### src/rtl/usb_serial_wb_master_pkg.sv
// Shared register map, status bit positions and FSM encoding for the USB-serial
// Wishbone master (the slave side uses the same offsets and bit positions).
package usb_serial_wb_master_pkg;

   localparam logic [7:0] REG_DATA   = 8'h00;
   localparam logic [7:0] REG_STATUS = 8'h01;

   localparam int ST_RXV = 0;
   localparam int ST_TXR = 1;
   localparam int ST_CFG = 7;

   typedef enum logic [1:0] {
      S_IDLE    = 2'd0,
      S_POLL    = 2'd1,
      S_RD_DATA = 2'd2,
      S_WR_DATA = 2'd3
   } wbm_state_e;

endpackage

### src/rtl/usb_wbm_rx_fifo.sv
// Small synchronous FIFO for bytes received from the host; the head entry is
// read combinationally so the consumer sees it in the same cycle as empty drops.
module usb_wbm_rx_fifo #(
   parameter int AW = 2,
   parameter int DW = 8
) (
   input  logic          clk,
   input  logic          rst_n,
   input  logic          push,
   input  logic [DW-1:0] push_data,
   input  logic          pop,
   output logic          full,
   output logic          empty,
   output logic [DW-1:0] head
);

   localparam int DEPTH = 2 ** AW;

   logic [DW-1:0] mem_q [DEPTH];
   logic [AW:0]   wr_ptr_q, wr_ptr_d;
   logic [AW:0]   rd_ptr_q, rd_ptr_d;
   logic          do_push, do_pop;

   // Extra pointer bit distinguishes full from empty when the low bits match.
   assign empty   = (wr_ptr_q == rd_ptr_q);
   assign full    = (wr_ptr_q[AW] != rd_ptr_q[AW]) &&
                    (wr_ptr_q[AW-1:0] == rd_ptr_q[AW-1:0]);
   assign do_push = push && !full;
   assign do_pop  = pop && !empty;
   assign head    = mem_q[rd_ptr_q[AW-1:0]];

   always_comb begin
      wr_ptr_d = wr_ptr_q;
      rd_ptr_d = rd_ptr_q;
      if (do_push) wr_ptr_d = wr_ptr_q + {{AW{1'b0}}, 1'b1};
      if (do_pop)  rd_ptr_d = rd_ptr_q + {{AW{1'b0}}, 1'b1};
   end

   always_ff @(posedge clk or negedge rst_n) begin
      if (!rst_n) begin
         wr_ptr_q <= '0;
         rd_ptr_q <= '0;
      end else begin
         wr_ptr_q <= wr_ptr_d;
         rd_ptr_q <= rd_ptr_d;
      end
   end

   always_ff @(posedge clk) begin
      if (do_push) mem_q[wr_ptr_q[AW-1:0]] <= push_data;
   end

endmodule

### src/rtl/usb_serial_wb_master.sv
// Wishbone master that polls the USB-serial slave status, drains received bytes into
// an RX FIFO and forwards a TX stream. Optional ack timeout: define USB_WBM_TIMEOUT_EN.
module usb_serial_wb_master
   import usb_serial_wb_master_pkg::*;
#(
   parameter logic [7:0] BASE_ADDR   = 8'h20,
   parameter int         POLL_DIV    = 48,
   parameter int         RX_FIFO_AW  = 2,
   parameter int         ACK_TIMEOUT = 15
) (
   input  logic       clk,
   input  logic       rst_n,
   output logic [7:0] wb_adr_o,
   output logic [7:0] wb_dat_o,
   input  logic [7:0] wb_dat_i,
   output logic       wb_cyc_o,
   output logic       wb_stb_o,
   output logic       wb_we_o,
   input  logic       wb_ack_i,
   input  logic [7:0] tx_data,
   input  logic       tx_valid,
   output logic       tx_ready,
   output logic [7:0] rx_data,
   output logic       rx_valid,
   input  logic       rx_ready,
   output logic       usb_configured,
   output logic       bus_timeout
);

   wbm_state_e state_q, state_d;
   logic [7:0] cnt_q, cnt_d;
   logic       cyc_q, cyc_d;
   logic       stb_q, stb_d;
   logic       we_q, we_d;
   logic [7:0] adr_q, adr_d;
   logic [7:0] dat_q, dat_d;
   logic       cfg_q, cfg_d;
   logic       prio_q, prio_d;   // 0: RX wins a tie, 1: TX wins a tie
   logic       tx_ready_d;
   logic       abort;
   logic       cand_rx, cand_tx;
   logic       fifo_push, fifo_full, fifo_empty;
   logic [7:0] fifo_head;

   usb_wbm_rx_fifo #(
      .AW (RX_FIFO_AW),
      .DW (8)
   ) u_rx_fifo (
      .clk       (clk),
      .rst_n     (rst_n),
      .push      (fifo_push),
      .push_data (wb_dat_i),
      .pop       (rx_ready),
      .full      (fifo_full),
      .empty     (fifo_empty),
      .head      (fifo_head)
   );

`ifdef USB_WBM_TIMEOUT_EN
   logic [7:0] to_cnt_q, to_cnt_d;
   logic       bus_timeout_q;

   always_comb begin
      abort    = stb_q && !wb_ack_i && (to_cnt_q == 8'(ACK_TIMEOUT - 1));
      to_cnt_d = '0;
      if (stb_q && !wb_ack_i && !abort) to_cnt_d = to_cnt_q + 8'd1;
   end

   always_ff @(posedge clk or negedge rst_n) begin
      if (!rst_n) begin
         to_cnt_q      <= '0;
         bus_timeout_q <= 1'b0;
      end else begin
         to_cnt_q      <= to_cnt_d;
         bus_timeout_q <= abort;
      end
   end

   assign bus_timeout = bus_timeout_q;
`else
   assign abort       = 1'b0;
   assign bus_timeout = 1'b0;
`endif

   // Every bus state spends one cycle with stb low before launching, so the slave
   // never sees a fresh strobe while its previous ack is still up.
   always_comb begin
      state_d    = state_q;
      cnt_d      = '0;
      cyc_d      = cyc_q;
      stb_d      = stb_q;
      we_d       = we_q;
      adr_d      = adr_q;
      dat_d      = dat_q;
      cfg_d      = cfg_q;
      prio_d     = prio_q;
      tx_ready_d = 1'b0;
      fifo_push  = 1'b0;
      cand_rx    = 1'b0;
      cand_tx    = 1'b0;

      case (state_q)
         S_IDLE: begin
            if (cnt_q == 8'(POLL_DIV - 1)) state_d = S_POLL;
            else                           cnt_d   = cnt_q + 8'd1;
         end

         S_POLL: begin
            if (!stb_q) begin
               cyc_d = 1'b1;
               stb_d = 1'b1;
               we_d  = 1'b0;
               adr_d = BASE_ADDR + REG_STATUS;
            end else if (abort) begin
               cyc_d   = 1'b0;
               stb_d   = 1'b0;
               cfg_d   = 1'b0;
               state_d = S_IDLE;
            end else if (wb_ack_i) begin
               cyc_d   = 1'b0;
               stb_d   = 1'b0;
               cfg_d   = wb_dat_i[ST_CFG];
               cand_rx = wb_dat_i[ST_RXV] && !fifo_full;
               cand_tx = wb_dat_i[ST_TXR] && tx_valid;
               if (cand_rx && cand_tx) state_d = prio_q ? S_WR_DATA : S_RD_DATA;
               else if (cand_rx)       state_d = S_RD_DATA;
               else if (cand_tx)       state_d = S_WR_DATA;
               else                    state_d = S_IDLE;
            end
         end

         S_RD_DATA: begin
            if (!stb_q) begin
               cyc_d = 1'b1;
               stb_d = 1'b1;
               we_d  = 1'b0;
               adr_d = BASE_ADDR + REG_DATA;
            end else if (abort) begin
               cyc_d   = 1'b0;
               stb_d   = 1'b0;
               cfg_d   = 1'b0;
               state_d = S_IDLE;
            end else if (wb_ack_i) begin
               cyc_d     = 1'b0;
               stb_d     = 1'b0;
               fifo_push = 1'b1;
               prio_d    = ~prio_q;
               state_d   = S_POLL;
            end
         end

         S_WR_DATA: begin
            if (!stb_q) begin
               cyc_d = 1'b1;
               stb_d = 1'b1;
               we_d  = 1'b1;
               adr_d = BASE_ADDR + REG_DATA;
               dat_d = tx_data;
            end else if (abort) begin
               cyc_d   = 1'b0;
               stb_d   = 1'b0;
               we_d    = 1'b0;
               cfg_d   = 1'b0;
               state_d = S_IDLE;
            end else if (wb_ack_i) begin
               cyc_d      = 1'b0;
               stb_d      = 1'b0;
               we_d       = 1'b0;
               tx_ready_d = 1'b1;
               prio_d     = ~prio_q;
               state_d    = S_POLL;
            end
         end

         default: state_d = S_IDLE;
      endcase
   end

   always_ff @(posedge clk or negedge rst_n) begin
      if (!rst_n) begin
         state_q <= S_IDLE;
         cnt_q   <= '0;
         cyc_q   <= 1'b0;
         stb_q   <= 1'b0;
         we_q    <= 1'b0;
         adr_q   <= '0;
         dat_q   <= '0;
         cfg_q   <= 1'b0;
         prio_q  <= 1'b0;
      end else begin
         state_q <= state_d;
         cnt_q   <= cnt_d;
         cyc_q   <= cyc_d;
         stb_q   <= stb_d;
         we_q    <= we_d;
         adr_q   <= adr_d;
         dat_q   <= dat_d;
         cfg_q   <= cfg_d;
         prio_q  <= prio_d;
      end
   end

   assign wb_cyc_o       = cyc_q;
   assign wb_stb_o       = stb_q;
   assign wb_we_o        = we_q;
   assign wb_adr_o       = adr_q;
   assign wb_dat_o       = dat_q;
   assign tx_ready       = tx_ready_d;
   assign usb_configured = cfg_q;
   assign rx_valid       = !fifo_empty;
   assign rx_data        = fifo_empty ? 8'h00 : fifo_head;

endmodule

### config.mk
export PLATFORM = sky130hd
export DESIGN_NAME = usb_serial_wb_master
export DESIGN_NICKNAME = d
export VERILOG_FILES = /design/src/rtl/usb_serial_wb_master_pkg.sv /design/src/rtl/usb_wbm_rx_fifo.sv /design/src/rtl/usb_serial_wb_master.sv
export SDC_FILE = /design/constraint.sdc
export NUM_CORES = 1
export LEC_CHECK = 0
export ABC_AREA = 0
export BUFFER_PORTS_ARGS = -buffer_cell sky130_fd_sc_hd__buf_2
export CORE_UTILIZATION = 31
export CTS_BUF_LIST = sky130_fd_sc_hd__clkbuf_4 sky130_fd_sc_hd__clkbuf_8 sky130_fd_sc_hd__clkbuf_16
export DETAILED_ROUTE_END_ITERATION = 7
export REMOVE_ABC_BUFFERS = 1
export SYNTH_ARGS = -nofsm -noshare
export SYNTH_HDL_FRONTEND = slang
export SYNTH_SLANG_ARGS = --single-unit
### constraint.sdc
create_clock -name clk -period 2.1 [get_ports clk]
set_clock_uncertainty 0.05 [all_clocks]
set_input_delay 0.315 -clock clk [delete_from_list [all_inputs] [get_ports clk]]
set_output_delay 0.315 -clock clk [all_outputs]
set_load 0.005 [all_outputs]
### Word level (Yosys, flattened, before mapping)

Memories as Yosys holds them, arrays and structs flattened.
Cells that the tools add are included.

| cells by class | value |
|---|---|
| shifts and indexed selects | 0 |
| reductions and logical operators | 21 |
| bitwise gates (word level) | 2 |
| divide/modulo/power cells | 0 |
| add/subtract/negate cells | 3 |
| equality and inequality tests | 17 |
| mux-type cells | 28 |
| $mul | 0 |
| order comparisons | 0 |

Operators by type and width:

| operator | number |
|---|---|
| 8-bit 2-to-1 mux | 5 |
| 2-bit 2-to-1 mux | 8 |
| 8-bit one-hot mux with 2 select lines | 1 |
| 2-bit != test (second input constant) | 7 |
| 1-bit 2-to-1 mux | 12 |
| 3-bit AND reduction | 4 |
| 8-bit by 1-bit adder with 8-bit output (second input constant) | 1 |
| 8-bit by 6-bit equality test with 1-bit output (second input constant) | 1 |
| 3-bit by 1-bit adder with 3-bit output (second input constant) | 2 |
| 1-bit logical AND | 6 |
| 2-bit one-hot mux with 3 select lines | 1 |
| 5-bit AND reduction | 1 |
| 2-bit equality test (second input constant) | 2 |
| 2-bit by 1-bit != test with 1-bit output (second input constant) | 2 |
| 2-bit AND reduction | 2 |
| 2-bit nonzero test | 2 |
| 2-bit OR reduction | 2 |
| 3-bit equality test | 1 |
| 3-bit != test (second input constant) | 1 |
| 3-bit OR reduction | 1 |
| 2-bit by 1-bit equality test with 1-bit output (second input constant) | 1 |
| 2-bit equality test | 1 |
| 1-bit zero test | 2 |
| 2-bit zero test | 1 |
| 3 further kinds | 4 |

| storage, ports and cells | value |
|---|---|
| memories kept | 1 |
| bits in registers | 37 |
| output and inout bits | 31 |
| bits in read-only memories | 0 |
| bits of input ports | 21 |
| memory bits (writable) | 32 |
| bits in latches | 0 |

Memories:

| name | depth | bits a word | rd ports | clocked after Yosys merged registers in | write ports | line | source |
|---|---|---|---|---|---|---|---|
| u_rx_fifo.mem_q | 4 | 8 | 1 | 0 | 1 | usb_wbm_rx_fifo.sv:19 | `logic [DW-1:0] mem_q [DEPTH];` |

### Depth between registers and ports, before layout

| depth | value |
|---|---|
| depth after elaboration | 9 |
| mapped depth | 6 |
| gate-level depth less buffers | 6 |

### Modules after synthesis

From an unflattened synthesis, not the netlist that was laid out.

| second synthesis, totals | value |
|---|---|
| cell total of the unflattened synthesis | 211 |
| area total of the unflattened synthesis | 2960.3 um^2 |

By module, submodules not included:

| module | area an instance (um^2) | instances | cells an instance |
|---|---|---|---|
| usb_wbm_rx_fifo | 1657.8 | 1 | 90 |
| usb_serial_wb_master | 1302.5 | 1 | 121 |

### Worst setup path before layout

Ideal clock, no wire load.

| timing | value |
|---|---|
| kind | register -> register |
| from | register state_q[0] |
| to | memory u_rx_fifo.mem_q[1][0] (enable) |
| path buffers | 0 |
| stages on the path, launching flop included | 6 |
| path slack | 460 ps |
| data required time | 1718 ps |
| arrival | 1259 ps |
| library setup time | 332 ps |
| period minus slack after synthesis | 1640 ps |
| cell sequence | dfrtp_1 > inv_1 > ha_1 > nand3_1 > a31oi_4 > and2_1 |

| on the way | value |
|---|---|
| longest elaborated chain between the ends | 5 |

Ends and longest elaborated chain:

| what | line | source |
|---|---|---|
| start: declaration | usb_serial_wb_master.sv:30 | `wbm_state_e state_q, state_d;` |
| start signal: assignment | usb_serial_wb_master.sv:191 | `state_q <= state_d;` |
| 2-bit equality test | usb_serial_wb_master.sv:102 | `case (state_q)` |
| 1-bit 2-to-1 mux | usb_serial_wb_master.sv:102 |  |
| 1-bit logical AND | usb_wbm_rx_fifo.sv:28 | `assign do_push = push && !full;` |
| 1-bit 2-to-1 mux | usb_wbm_rx_fifo.sv:50 | `if (do_push) mem_q[wr_ptr_q[AW-1:0]] <= push_data;` |
| 1-bit 2-to-1 mux (not written as such) | usb_wbm_rx_fifo.sv:50 |  |
| end: declaration | usb_wbm_rx_fifo.sv:19 |  |

Every way passes these cells.

### Final worst setup path

| timing | value |
|---|---|
| from | register u_rx_fifo.rd_ptr_q[0] |
| to | output rx_data[7] |

| on the way | value |
|---|---|
| longest elaborated chain between the ends | 2 |

Ends and longest elaborated chain:

| what | line | source |
|---|---|---|
| start: declaration | usb_wbm_rx_fifo.sv:21 | `logic [AW:0] rd_ptr_q, rd_ptr_d;` |
| start signal: assignment | usb_wbm_rx_fifo.sv:45 | `rd_ptr_q <= rd_ptr_d;` |
| memory 4 x 8 bit or 3-bit equality test (tied branches) | -- |  |
| 8-bit 2-to-1 mux * | usb_serial_wb_master.sv:211 | `assign rx_data = fifo_empty ? 8'h00 : fifo_head;` |
| end: declaration | usb_serial_wb_master.sv:23 | `output logic [7:0] rx_data,` |

Mark *: on every way between the ends. The rest lies on a longest branch, timed or not.

==> summary.md <==
| Metric | Value |
|---|---|
| Crit path max fanout | 5 |
| Max frequency | 484 MHz |
| Syn Area/Cell | 15.1 um^2 |
| Diodes inserted | 0 |
| Die Ht | 97.8 um |
| Clock Sink Count | 63 |
| Final number of hold-violating endpoints | 0 |
| Placed cell area | 3220 um^2 |
| Placed cells | between 300 and 400 |
| CTS tree | built |
| Via Count | 1660 |
| MaxCap Viol Count | 0 |
| Filler instances | 822 |
| Fin area | 3490 um^2 |
| Most frequent cell after synthesis | edfxtp_1 |
| Relative slew slack | 52.0% |
| Worst VDD drop | 0.000407 V |
| DRC | 4 |
| Initial Utilization | 32.3% |
| Internal power | 2.51 mW |
| Run status | complete, but fails checks |
| Met2 usage | between 15 and 20% |
| GR Layer Usage met3 | 2.58% |
| Tcrit/Tclk final | between 90 and 100% |
| CTS Buf Count | 9 |
| CORE AREA | 8810 um^2 |
| WL final | 4.87 mm |
| CTS Buffer Depth | 2 |
| Total GRT Usage | 11.2% |
| Lkg Pwr | 1.55 nW |
| Worst EP required | 1.74 ns |
| Fin crit period | 2.06 ns |
| Final worst-path setup slack | around 0.036 ns |
| Clock latency on the worst-skew pair | 0.34 ns |
| Psw | a little over 0.9 mW |
| First DRT Iteration DRCs | 64 |
| # rows | 34 |
| Layout cells sized above 1 | approximately two fifths |
| Die area | 9570 um^2 |
| Gr ovfl total | 0 |
| DRT antenna net count | 0 |
| Ports | 52 |
| Post-synth EDFFs | 32 |
| Sw frac | 26.8% |
| Post-place setup slack | roughly 0.20 ns |
| Area leader, netlist | edfxtp_1 |
| Clk pwr share | 34.6% |
| GRT Max-Usage Layer | met2 |
| P&R area growth vs syn | 22.5% |
| Final std cells w/o fill | 364 |
| Max Slew Vio Count | 0 |
| H-Tree Depth | 3 |
| Worst hold slack | 0.146 ns |
| Die width | 97.8 um |
| Syn Inst Count | 188 |
| Register area share after synthesis | just over 60% |
| Root Buffer | clkbuf_8 |
| Nature of the critical path startpoint | register |
| Register share of total power | between 40 and 50% |
| Synth unique cells | 37 |
| Buffers added on ports | 44 |
| Layout Nets | approximately 280 |
| Initial antenna violation count | 0 |
| Post-synth top area share | 33.8% |
| Cell Pwr Density | between 900 and 1000 nW/um^2 |
| Final setup fails | 0 |
| Cell area after synthesis | 2850 um^2 |
| Failing checks | DRC |
| Synth Warn # | 0 |
| Synth area leaders | edfxtp_1 (34%), dfrtp_1 (27%), mux4_2 (5.5%), ha_1 (4.8%), mux2_2 (4.7%) |
| Detailed-route vias per instance | ~4.6 |
| Unrepaired setup endpoints after global routing | true |
| Global-route wire length before repair | 8.18 mm |
| Async SR Flop Fraction | 49.2% |
| Worst Hold Class | in2reg |
| Gate power share | 25.0% |
| Vias in the first global route | 1704 |
| CP Capture Type | output port |
| Crit Path Class | reg2out |
| Prevailing post-synth register cell | edfxtp_1 |
| Largest net degree at the start of global routing | 32 |
| First-pass iteration count of the detailed router | 6 |
| Dpl hpwl | 3.47 mm |
| R2r setup slk | roughly 0.27 ns |
| DR WL/cell | 13.4 um |
| Slew @ Worst Pin | 0.721 ns |
| Worst-path clk slew | 0.08 ns |
| Worst EP arrival | 1.70 ns |
| Most common library cells after synthesis | edfxtp_1 (32), dfrtp_1 (31), and2_1 (15), mux2_2 (12), ha_1 (11) |
| Flops & latches, synth | 63 |
| GPL Wtd Cong | 0.733 |
| Met1 usage | 13.7% |
## cells by family (layout without fill, tap and decap cells)
group           count (synthesis)  after routing  synth area share (%)
buf+inv                        19             81                  4.04
other cells                     1              7                 0.132
fa+ha+maj                      11             11                  4.84
mux                            20             20                  11.2
simple gates                   46             46                  8.92
compound gates                 14             14                  4.35
xor+xnor                       14             14                  5.49
flops                          63             63                  61.0
## what timing repair did
action,4_1_cts,5_1_grt
setup endpoints to repair,9,8
buffers inserted,3,0
cloned,0,0
hold buffers,1,0
pin swaps,0,1
endpoints found under the hold margin,10,0
gates resized for setup,1,1
## cell type report
class                   count  area, um^2  share of cell area [%]
clock buffers               9         124                    3.55
clock inverters             7         104                    2.98
inverters                   7        26.3                   0.753
multi-input cells         112        1020                    29.2
flip-flops and latches     63        1740                    49.8
well taps                 108         135                    3.87
repair buffers             58         344                    9.86
## per-layer routing
layer | up-vias | wire length (um)
li1 | 788 | -
met1 | 828 | 2180
met2 | 38 | 2470
met3 | 6 | 135
met4 | 0 | 77
met5 | - | 0
## power by group through the flow
| stage | Combinational [mW] | Clock [mW] | Sequential, mW |
|---|---|---|---|
| 6_report | 0.858 | 1.19 | 1.39 |
| 3_3_place_gp | 0.802 | 0 | 1.43 |
| 4_1_cts | 0.872 | 1.22 | 1.39 |
| 3_5_place_dp | 0.817 | 0 | 1.43 |
| 2_1_floorplan | 0.454 | 0 | 1.47 |
| 5_1_grt | 0.938 | 1.26 | 1.39 |
## worst max-delay path: stages (launching register included)
cell and delay, ns:
dfrtp_2 0.42, buf_4 0.16, mux4_2 0.50, and2_1 0.17, buf_2 0.12
## stage by stage
stage / total power, mW / util (%) / setup TNS [ns]
2_1_floorplan: 1.92 / - / 0
6_report: 3.43 / 39.6 / 0
4_1_cts: 3.48 / 39.6 / 0
3_3_place_gp: 2.23 / 36.6 / 0
3_5_place_dp: 2.24 / 36.6 / 0
5_1_grt: 3.60 / 39.6 / -0.105
## registers in the layout, summed over array words and instances, names as in the netlist
name and cells:
wb_adr_o 2, u_rx_fifo.wr_ptr_q 3, wb_we_o 1, wb_dat_o 8, wb_cyc_o 1, u_rx_fifo.mem_q 32, cnt_q 8, u_rx_fifo.rd_ptr_q 3
prio_q 1, state_q 2, wb_stb_o 1, usb_configured 1
## worst paths after layout
kind                                                   start  depth (start not counted)                                 to
max reg2reg                u_rx_fifo.rd_ptr_q[0]$_DFFE_PN0P_                          7  u_rx_fifo.rd_ptr_q[1]$_DFFE_PN0P_
min reg2reg                          wb_adr_o[5]$_DFFE_PN0P_                          1            wb_adr_o[5]$_DFFE_PN0P_
min                                              wb_dat_i[5]                          1    u_rx_fifo.mem_q[2][5]$_DFFE_PP_
max                        u_rx_fifo.rd_ptr_q[0]$_DFFE_PN0P_                          4                         rx_data[7]
max in group asynchronous                              rst_n                          2  u_rx_fifo.rd_ptr_q[0]$_DFFE_PN0P_
min in group asynchronous                              rst_n                          2  u_rx_fifo.rd_ptr_q[0]$_DFFE_PN0P_
## cell usage in the layout, fill, tap and decap left out, types with 4 or more instances in the layout
master | Yosys | final
and2_1 | 15 | 15
buf_2 | 2 | 44
buf_4 | 7 | 11
clkbuf_8 | 0 | 9
conb_1 | 1 | 7
dfrtp_1 | 31 | 30
edfxtp_1 | 32 | 32
ha_1 | 11 | 11
inv_1 | 7 | 7
mux2_2 | 12 | 12
mux4_2 | 7 | 7
nand2_1 | 8 | 8
nand3_1 | 6 | 6
nor2_1 | 6 | 6
o21ai_0 | 4 | 4
xnor2_1 | 5 | 5
xor2_1 | 6 | 6
Power figures use the tool's default switching activity.
